File: src/rtl/interp_tap_accum_if.sv
// interp_tap_accum_if
// Bundles the tap-product input stream, the sample output stream and the
// group-length error pulse of interp_tap_accum.
//   in_valid / in_ready / in_prod / in_last : tap product beats (producer -> block)
//   out_valid / out_ready / out_sample      : clipped samples (block -> consumer)
//   err_len                                 : one-cycle group length violation pulse
// Modports: master = producer/consumer side (testbench), slave = the accumulator.
interface interp_tap_accum_if #(
    parameter int IN_W  = 32,
    parameter int OUT_W = 10
);
    logic                    in_valid;
    logic                    in_ready;
    logic signed [IN_W-1:0]  in_prod;
    logic                    in_last;
    logic                    out_valid;
    logic                    out_ready;
    logic [OUT_W-1:0]        out_sample;
    logic                    err_len;

    modport master (
        output in_valid, in_prod, in_last, out_ready,
        input  in_ready, out_valid, out_sample, err_len
    );

    modport slave (
        input  in_valid, in_prod, in_last, out_ready,
        output in_ready, out_valid, out_sample, err_len
    );
endinterface

File: src/rtl/interp_tap_accum.sv
// interp_tap_accum
// Serial accumulator closing the fractional-sample interpolation path. Sums
// NTAPS signed tap products per output sample, rounds, normalises by 2^SHIFT,
// clips to [0, 2^OUT_W-1] and queues the result in a 2-entry output FIFO.
// Ports:
//   clk  : rising-edge clock
//   rst  : asynchronous active-high reset
//   bus  : interp_tap_accum_if.slave (input beats, output samples, err_len)
// A group whose in_last marker disagrees with the tap count is dropped and
// flagged on err_len in the following cycle.
module interp_tap_accum #(
    parameter int NTAPS = 8,
    parameter int IN_W  = 32,
    parameter int ACC_W = 36,
    parameter int SHIFT = 6,
    parameter int OUT_W = 10
) (
    input  logic                  clk,
    input  logic                  rst,
    interp_tap_accum_if.slave     bus
);

    localparam int CNT_W = (NTAPS > 1) ? $clog2(NTAPS) : 1;
    localparam logic [CNT_W-1:0]        CNT_LAST = CNT_W'(NTAPS - 1);
    localparam logic [CNT_W-1:0]        CNT_ONE  = CNT_W'(1'b1);
    localparam logic [CNT_W-1:0]        CNT_ZERO = {CNT_W{1'b0}};
    localparam logic signed [ACC_W-1:0] ACC_ZERO = {ACC_W{1'b0}};
    // Half an output LSB, added before the arithmetic shift for round-half-up.
    localparam logic signed [ACC_W-1:0] RND_C    = ACC_W'(1'b1) << (SHIFT - 1);
    localparam logic signed [ACC_W-1:0] OUT_MAX  = {{(ACC_W-OUT_W){1'b0}}, {OUT_W{1'b1}}};

    // Clamp a normalised accumulator value into the unsigned sample range.
    function automatic logic [OUT_W-1:0] clip_sample(input logic signed [ACC_W-1:0] r);
        logic [OUT_W-1:0] res;
        if (r[ACC_W-1]) begin
            res = {OUT_W{1'b0}};
        end else if (r > OUT_MAX) begin
            res = {OUT_W{1'b1}};
        end else begin
            res = r[OUT_W-1:0];
        end
        return res;
    endfunction

    logic [CNT_W-1:0]        cnt_r;
    logic signed [ACC_W-1:0] acc_r;
    logic [OUT_W-1:0]        mem_r [2];
    logic                    wr_ptr_r;
    logic                    rd_ptr_r;
    logic [1:0]              fcnt_r;
    logic                    err_r;

    logic                    in_ready_s;
    logic                    accept_s;
    logic                    at_last_s;
    logic signed [ACC_W-1:0] prod_ext_s;
    logic signed [ACC_W-1:0] base_s;
    logic signed [ACC_W-1:0] sum_s;
    logic signed [ACC_W-1:0] rnd_s;
    logic signed [ACC_W-1:0] r_s;
    logic [OUT_W-1:0]        sample_s;
    logic                    push_s;
    logic                    err_s;
    logic                    pop_s;
    logic [CNT_W-1:0]        cnt_nxt_s;

    // Handshakes, running sum, rounding/clipping and group-length decode.
    always_comb begin
        in_ready_s = (fcnt_r < 2'd2);
        accept_s   = bus.in_valid && in_ready_s;
        at_last_s  = (cnt_r == CNT_LAST);
        prod_ext_s = {{(ACC_W-IN_W){bus.in_prod[IN_W-1]}}, bus.in_prod};
        // The first tap of a group ignores whatever is left in acc_r.
        if (cnt_r == CNT_ZERO) begin
            base_s = ACC_ZERO;
        end else begin
            base_s = acc_r;
        end
        sum_s    = base_s + prod_ext_s;
        rnd_s    = sum_s + RND_C;
        r_s      = rnd_s >>> SHIFT;
        sample_s = clip_sample(r_s);
        push_s   = accept_s && bus.in_last && at_last_s;
        err_s    = accept_s && (bus.in_last != at_last_s);
        pop_s    = (fcnt_r != 2'd0) && bus.out_ready;
        if (!accept_s) begin
            cnt_nxt_s = cnt_r;
        end else if (push_s || err_s) begin
            cnt_nxt_s = CNT_ZERO;
        end else begin
            cnt_nxt_s = cnt_r + CNT_ONE;
        end
    end

    // Tap counter, accumulator and error pulse register.
    always_ff @(posedge clk or posedge rst) begin
        if (rst) begin
            cnt_r <= CNT_ZERO;
            acc_r <= ACC_ZERO;
            err_r <= 1'b0;
        end else begin
            cnt_r <= cnt_nxt_s;
            err_r <= err_s;
            if (accept_s) begin
                acc_r <= sum_s;
            end else begin
                acc_r <= acc_r;
            end
        end
    end

    // Two-entry output FIFO; push is only possible while not full, so a
    // simultaneous push and pop never collides on the same entry.
    always_ff @(posedge clk or posedge rst) begin
        if (rst) begin
            mem_r[0] <= {OUT_W{1'b0}};
            mem_r[1] <= {OUT_W{1'b0}};
            wr_ptr_r <= 1'b0;
            rd_ptr_r <= 1'b0;
            fcnt_r   <= 2'd0;
        end else begin
            if (push_s) begin
                mem_r[wr_ptr_r] <= sample_s;
                wr_ptr_r        <= ~wr_ptr_r;
            end else begin
                wr_ptr_r <= wr_ptr_r;
            end
            if (pop_s) begin
                rd_ptr_r <= ~rd_ptr_r;
            end else begin
                rd_ptr_r <= rd_ptr_r;
            end
            case ({push_s, pop_s})
                2'b10:   fcnt_r <= fcnt_r + 2'd1;
                2'b01:   fcnt_r <= fcnt_r - 2'd1;
                default: fcnt_r <= fcnt_r;
            endcase
        end
    end

    assign bus.in_ready   = in_ready_s;
    assign bus.out_valid  = (fcnt_r != 2'd0);
    assign bus.out_sample = mem_r[rd_ptr_r];
    assign bus.err_len    = err_r;

endmodule

File: src/flat_wrapper.sv
// flat-port wrapper written by rule: the top's interface ports become plain ports
module interp_tap_accum_flat 
#(
    parameter int NTAPS = 8,
    parameter int IN_W  = 32,
    parameter int ACC_W = 36,
    parameter int SHIFT = 6,
    parameter int OUT_W = 10
)
  (clk, rst, bus_in_valid, bus_in_prod, bus_in_last, bus_out_ready, bus_in_ready, bus_out_valid, bus_out_sample, bus_err_len);
  interp_tap_accum_if #(.IN_W(IN_W), .OUT_W(OUT_W)) bus_i ();
  input  logic clk;
  input  logic rst;
  input wire logic [$bits(bus_i.in_valid)-1:0] bus_in_valid;
  input wire logic [$bits(bus_i.in_prod)-1:0] bus_in_prod;
  input wire logic [$bits(bus_i.in_last)-1:0] bus_in_last;
  input wire logic [$bits(bus_i.out_ready)-1:0] bus_out_ready;
  output wire logic [$bits(bus_i.in_ready)-1:0] bus_in_ready;
  output wire logic [$bits(bus_i.out_valid)-1:0] bus_out_valid;
  output wire logic [$bits(bus_i.out_sample)-1:0] bus_out_sample;
  output wire logic [$bits(bus_i.err_len)-1:0] bus_err_len;
  assign bus_i.in_valid = bus_in_valid;
  assign bus_i.in_prod = bus_in_prod;
  assign bus_i.in_last = bus_in_last;
  assign bus_i.out_ready = bus_out_ready;
  assign bus_in_ready = bus_i.in_ready;
  assign bus_out_valid = bus_i.out_valid;
  assign bus_out_sample = bus_i.out_sample;
  assign bus_err_len = bus_i.err_len;
  interp_tap_accum #(.NTAPS(NTAPS), .IN_W(IN_W), .ACC_W(ACC_W), .SHIFT(SHIFT), .OUT_W(OUT_W)) u_core (.clk(clk), .rst(rst), .bus(bus_i));
endmodule
File: config.mk
export PLATFORM = sky130hd
export DESIGN_NAME = interp_tap_accum_flat
export DESIGN_NICKNAME = d
export VERILOG_FILES = /design/src/rtl/interp_tap_accum_if.sv /design/src/rtl/interp_tap_accum.sv /design/src/flat_wrapper.sv
export SDC_FILE = /design/constraint.sdc
export NUM_CORES = 1
export LEC_CHECK = 0
export ABC_AREA = 0
export BUFFER_PORTS_ARGS = -buffer_cell sky130_fd_sc_hd__buf_2
export CORE_MARGIN = 2
export CORE_UTILIZATION = 60
export DETAILED_ROUTE_END_ITERATION = 8
export HOLD_SLACK_MARGIN = 0.05
export PLACE_DENSITY = 0.86
export SETUP_SLACK_MARGIN = 0.3
export SYNTH_ARGS = -nofsm -noshare
export SYNTH_HDL_FRONTEND = slang
export SYNTH_SLANG_ARGS = --single-unit
File: constraint.sdc
create_clock -name clk -period 6.3 [get_ports clk]
set_clock_uncertainty 0.1 [all_clocks]
set_input_delay 1.26 -clock clk [delete_from_list [all_inputs] [get_ports clk]]
set_output_delay 1.26 -clock clk [all_outputs]
set_load 0.05 [all_outputs]
# Yosys cells after proc, flatten, opt, wreduce, memory -nomap -nowiden
# Index checks and enable logic that the tools add are counted.
dict set report totals {
  reg_bits 64
  latch_bits 0
  ram_bits 0
  mem_bits_ro 0
  inputBits 37
  out_inout_bits 13
  elab_cells 47
  n_memories 0
}
dict set report op_classes {
  add_sub_neg 5
  mul 0
  div_mod_pow 0
  n_lt_le_gt_ge 5
  n_eq_ne 4
  n_shift 0
  muxes 11
  bitwise 4
  reduce_logical 10
}
# cell count
set op_table {}
lappend op_table {{two-way mux 10 bit} 6}
lappend op_table {{adder 36 x 32 -> 36 bit} 1}
lappend op_table {{adder 36 x 7 -> 36 bit, second input constant} 1}
lappend op_table {{two-way mux 36 bit} 1}
lappend op_table {{> comparator 30 x 11 -> 1 bit, second input constant} 1}
lappend op_table {{bitwise mux 20 bit} 1}
lappend op_table {{demux 10 bit (select 1 bit)} 1}
lappend op_table {{logical AND 1 bit} 6}
lappend op_table {{>= comparator 2 bit, second input constant} 2}
lappend op_table {{NOT 1 -> 2 bit} 2}
lappend op_table {{one-hot mux 2 bit (2 select lines)} 1}
lappend op_table {{nonzero test 2 bit} 2}
lappend op_table {{adder 3 x 1 -> 3 bit, second input constant} 1}
lappend op_table {{== test 3 bit, second input constant} 1}
lappend op_table {{logical NOT 3 bit} 1}
lappend op_table {{two-way mux 3 bit} 1}
lappend op_table {{adder 2 x 1 -> 2 bit, second input constant} 1}
lappend op_table {{== test 2 x 1 -> 1 bit, second input constant} 1}
lappend op_table {{== test 2 bit, second input constant} 1}
lappend op_table {{less-than comparator 2 x 1 -> 1 bit, second input constant} 1}
lappend op_table {{less-than comparator 2 bit, second input constant} 1}
lappend op_table {{NOT 1 bit} 2}
lappend op_table {{subtractor 2 x 1 -> 2 bit, second input constant} 1}
lappend op_table {{logical OR 1 bit} 1}
lappend op_table {{!= test 1 bit} 1}

# Longest topological paths before layout
dict set report depth {
  ltp_word 8
  depth_mapped 21
  ltp_nobuf 19
}

# Worst setup path after synthesis
# OpenSTA, ideal clock, no wires.
dict set report synth_timing {
  path_kind {input port to flip-flop}
  from {input bus_in_prod[0]}
  to {register u_core.mem_r[0] in the netlist's numbering}
  setup_time_ns 0.137
  arrival_time_ns 4.566
  required_time_ns 6.063
  slack_ns 1.497
  path_stages 15
  n_path_buf 1
  cell_sequence {ha_1 inv_1 fa_1 nand2b_1 a21oi_2 o21ai_1 a221o_1 or3_4 nor3_4 nand2_1 or4_1 a211o_1 buf_6 a211oi_2 a21oi_1}
}
dict set report synth_between {
  elab_chain_len 6
}
# item line_no
set synth_lines {}
lappend synth_lines {{start: declaration} flat_wrapper.sv:15} ;# input wire logic [$bits(bus_i.in_prod)-1:0] bus_in_prod;
lappend synth_lines {{adder 36 x 32 -> 36 bit *} interp_tap_accum.sv:79} ;# sum_s = base_s + prod_ext_s;
lappend synth_lines {{adder 36 x 7 -> 36 bit *} interp_tap_accum.sv:80} ;# rnd_s = sum_s + RND_C;
lappend synth_lines {{> comparator 30 x 11 -> 1 bit} interp_tap_accum.sv:37} ;# end else if (r > OUT_MAX) begin
lappend synth_lines {{two-way mux 10 bit} interp_tap_accum.sv:37}
lappend synth_lines {{two-way mux 10 bit *} interp_tap_accum.sv:35} ;# if (r[ACC_W-1]) begin
lappend synth_lines {{bitwise mux 20 bit *} interp_tap_accum.sv:123} ;# mem_r[wr_ptr_r] <= sample_s;
lappend synth_lines {{end signal: indexed assignment} interp_tap_accum.sv:123}
lappend synth_lines {{end: declaration} interp_tap_accum.sv:47} ;# logic [OUT_W-1:0] mem_r [2];
# Mark *: on every way between the ends. The rest lies on a longest branch, timed or not.
# A chain may end at the register's enable or synchronous reset.

# Worst setup path after layout
dict set report layout_timing {
  from {register u_core.cnt_r[0]}
  to {register u_core.mem_r[8] in the netlist's numbering}
}
dict set report layout_between {
  elab_chain_len 8
  elab_cells_between_ends 10
  cone_classes {add/sub (2); order compare (1); eq/ne (1); mux (4); reduce/logical (2)}
}
# item line_no
set layout_lines {}
lappend layout_lines {{start: declaration} interp_tap_accum.sv:45} ;# logic [CNT_W-1:0] cnt_r;
lappend layout_lines {{start signal: assignment} interp_tap_accum.sv:102} ;# cnt_r <= cnt_nxt_s;
lappend layout_lines {{logical NOT 3 bit} interp_tap_accum.sv:74} ;# if (cnt_r == CNT_ZERO) begin
lappend layout_lines {{two-way mux 36 bit} interp_tap_accum.sv:74}
lappend layout_lines {{adder 36 x 32 -> 36 bit} interp_tap_accum.sv:79}
lappend layout_lines {{adder 36 x 7 -> 36 bit} interp_tap_accum.sv:80}
lappend layout_lines {{> comparator 30 x 11 -> 1 bit} interp_tap_accum.sv:37}
lappend layout_lines {{two-way mux 10 bit} interp_tap_accum.sv:37}
lappend layout_lines {{two-way mux 10 bit} interp_tap_accum.sv:35}
lappend layout_lines {{bitwise mux 20 bit} interp_tap_accum.sv:123}
# Several ways; a longest one is shown, not always the timed one.

==> metrics.txt <==
Synth Area in Adders 7.776%; Leak 3.149 nW; kind of critical path reg2reg; # DRC 0; post-route cell area 7244 um^2; worst-path maximum fanout 20; Routed Antenna Nets 0; Max Fclk 183.8 MHz; Synth top cells by count nand2_1 (109), a21oi_1 (67), dfrtp_1 (64); Worst Path Arrival 5.59 ns; Vias 6545; multiplexer share of the synthesized area 2.150%; Setup crit start u_core.cnt_r[0]; Routed WL 17.35 mm; vias per cell 6.461; first-pass GRT wire length 29.00 mm; flops & latches, synth 64; GRT overflow 0; Worst EP required 6.45 ns; Final setup viols 0; status complete, no violations; fin util 66.83%; # fillers 925; CTS resizes 0; reg-to-reg slack, setup 0.86 ns; area of the multi-input gates 4820 um^2; total power 0.004256 W; largest family of logic cells by synthesized area compound AO/OA/AOI/OAI gates; CTS tree built; total setup buffers inserted after CTS 0; io pins 50; Setup TNS Final 0 ns; RSZ-0062 raised after global routing no; vias in the first global route 6171; number of max-cap violations 0; mean post-synth cell area 7.903 um^2; CP bufs+invs 2; Area contributors post-synth dfrtp_1 (24%), ha_1 (7.5%), nand2_1 (6.1%); die area 12020 um^2; Post-Syn Nets 925; area leader, netlist dfrtp_1; Max rail drop VDD 0.3700 mV; Tot GR Track Use 30.36%; largest net degree at the start of global routing 65; H-tree Lvls 3; Slew HR 32.34%; hold_buf cts 0; CTS max path bufs 2; min Tclk post-route 5.441 ns; row cnt 38; Ant. Diodes 0; Tcrit/Tclk final 86.36%; Cell Count, Final, Fillers Out 1013; Post-Synthesis Cells 847; CP max stage cell a211o_1; worst path cell trace inv_1 > ha_1 > nand2b_1 > buf_4 > and2_1 > ha_1 > nand4_1 > o22ai_1 > a211oi_1 > a21oi_1 > a21oi_1 > xnor2_2 > and3_1 > or3b_2 > a211o_1 > a211oi_2 > a21oi_1; post-synthesis sequential area ratio 23.93%; Post-Synth Simple-Gate Area 25.78%; Hold Violations, Final 0; Initial Util 61.75%; Clock Tree Root clkbuf_8; cts bufs inserted 9; most numerous cell in the Yosys netlist nand2_1; crit-path most repeated cell a21oi_1; post-DR wirelength/cell 17.12 um; Post-synth EDFFs 0; xor and xnor area share after synthesis 5.477%; family with the most delay on the worst path compound AO/OA/AOI/OAI gates; HPWL Detailed 12.50 mm; fraction of layout cells with a size suffix above 1 16.72%; Area growth syn-to-layout 8.224%; Synth Flop Type dfrtp_1; Buffers on Ports 49; Synth Area in Compound Gates 30.50%; DRT iter0 DRCs 490; Die Width 109.6 um; gpl congestion 0.9389; post-synth top area share 23.93%; placed insts 997; Layout Nets 946; Post-Syn Area 6694 um^2; chip height 109.6 um; Worst path max stage delay 0.67 ns; drt pass-1 iters 5; Slew @ Worst Pin 1.011 ns; Hold Startpoint u_core.acc_r[8]; reg2reg start u_core.cnt_r[0]; Async SR Flop Fraction 100.0%; Worst setup EP type register; Distinct cells, synth 83; initial antenna violation count 0; PD cells 587.5 nW/um^2; worst skew pair latency 0.38 ns; clk slew on worst S/H paths 0.08 ns; Hold WC Path Type reg2reg; register area 1602 um^2; CP Launch Type register; Placeable Area 10840 um^2; final slew viol count 0; Synth Warn # 0; Post-DP Area 6992 um^2; CTS sink cnt 64
worst paths after layout:
path,end,cells past startpoint
max,u_core.mem_r[8],17
min,u_core.acc_r[8],2
max reg2reg,u_core.mem_r[8],17
min reg2reg,u_core.acc_r[8],2
max in group asynchronous,u_core.acc_r[13],3
min in group asynchronous,u_core.mem_r[0],3
cell families after synthesis:
logic type / after synthesis
DFF: 64
muxes: 13
adders and majority gates: 41
and+or+nand+nor: 331
AOI/OAI and AO/OA: 291
xor gates and xnor gates: 41
buffers and inverters: 66
metrics by stage:
| step | hold slack (ns) | setup slack, ns |
|---|---|---|
| finish | 0.3666 | 0.8594 |
| global route | 0.3920 | 0.4159 |
| CTS | 0.3724 | 0.9065 |
| detailed placement | 0.3539 | 0.7244 |
| global placement | 0.3489 | 0.8038 |
| floorplan | 0.3374 | 1.497 |
report_power, final:
group          internal, W  switching, W
sequential        0.000558     0.0000827
combinational      0.00112       0.00203
clock             0.000276      0.000190
total              0.00195       0.00230
worst register-to-register path, delay by kind of cell, from the launching register on:
family / cells / cell delay [ns]
compound gates: 7 / 1.92
simple gates: 5 / 1.56
fa+ha+maj: 2 / 0.64
flops: 1 / 0.39
buf+inv: 2 / 0.39
xor+xnor: 1 / 0.33
layer usage:
metal | share of wire [%] | up-vias | routed length, um | global-route usage (%)
met3 | 6.2 | 61 | 1068 | 3.912
met5 | 0 | - | 0 | 0
li1 | - | 3171 | - | -
met1 | 43 | 3050 | 7427 | 39.37
met4 | 4.0 | 0 | 687 | 14.20
met2 | 47 | 263 | 8162 | 50.18
registers in the layout, summed over array words and instances, names as in the netlist:
signal / cells
u_core.acc_r: 36
u_core.mem_r: 20
u_core.cnt_r: 3
u_core.fcnt_r: 2
u_core.bus.err_len: 1
u_core.rd_ptr_r: 1
u_core.wr_ptr_r: 1
layout make-up:
cell class / instances / area share [%]
multi-input cells: 717 / 66.53
flip-flops and latches: 64 / 22.11
repair buffers: 62 / 4.732
well taps: 140 / 2.418
clock buffers: 10 / 1.900
clock inverters: 6 / 1.589
inverters: 14 / 0.7254
cells in the final DEF, fill, tap and decap left out, drive strengths merged, types with 12 or more instances in the layout:
cell type / instances
a211oi: 26
a21o: 14
a21oi: 72
and2: 45
buf: 62
dfrtp: 64
ha: 40
inv: 15
nand2: 109
nand2b: 28
nand4: 20
nor2: 52
nor3: 16
o21ai: 77
o31ai: 22
xnor2: 29
xor2: 12
No activity file was read; power rests on OpenSTA's default activity.
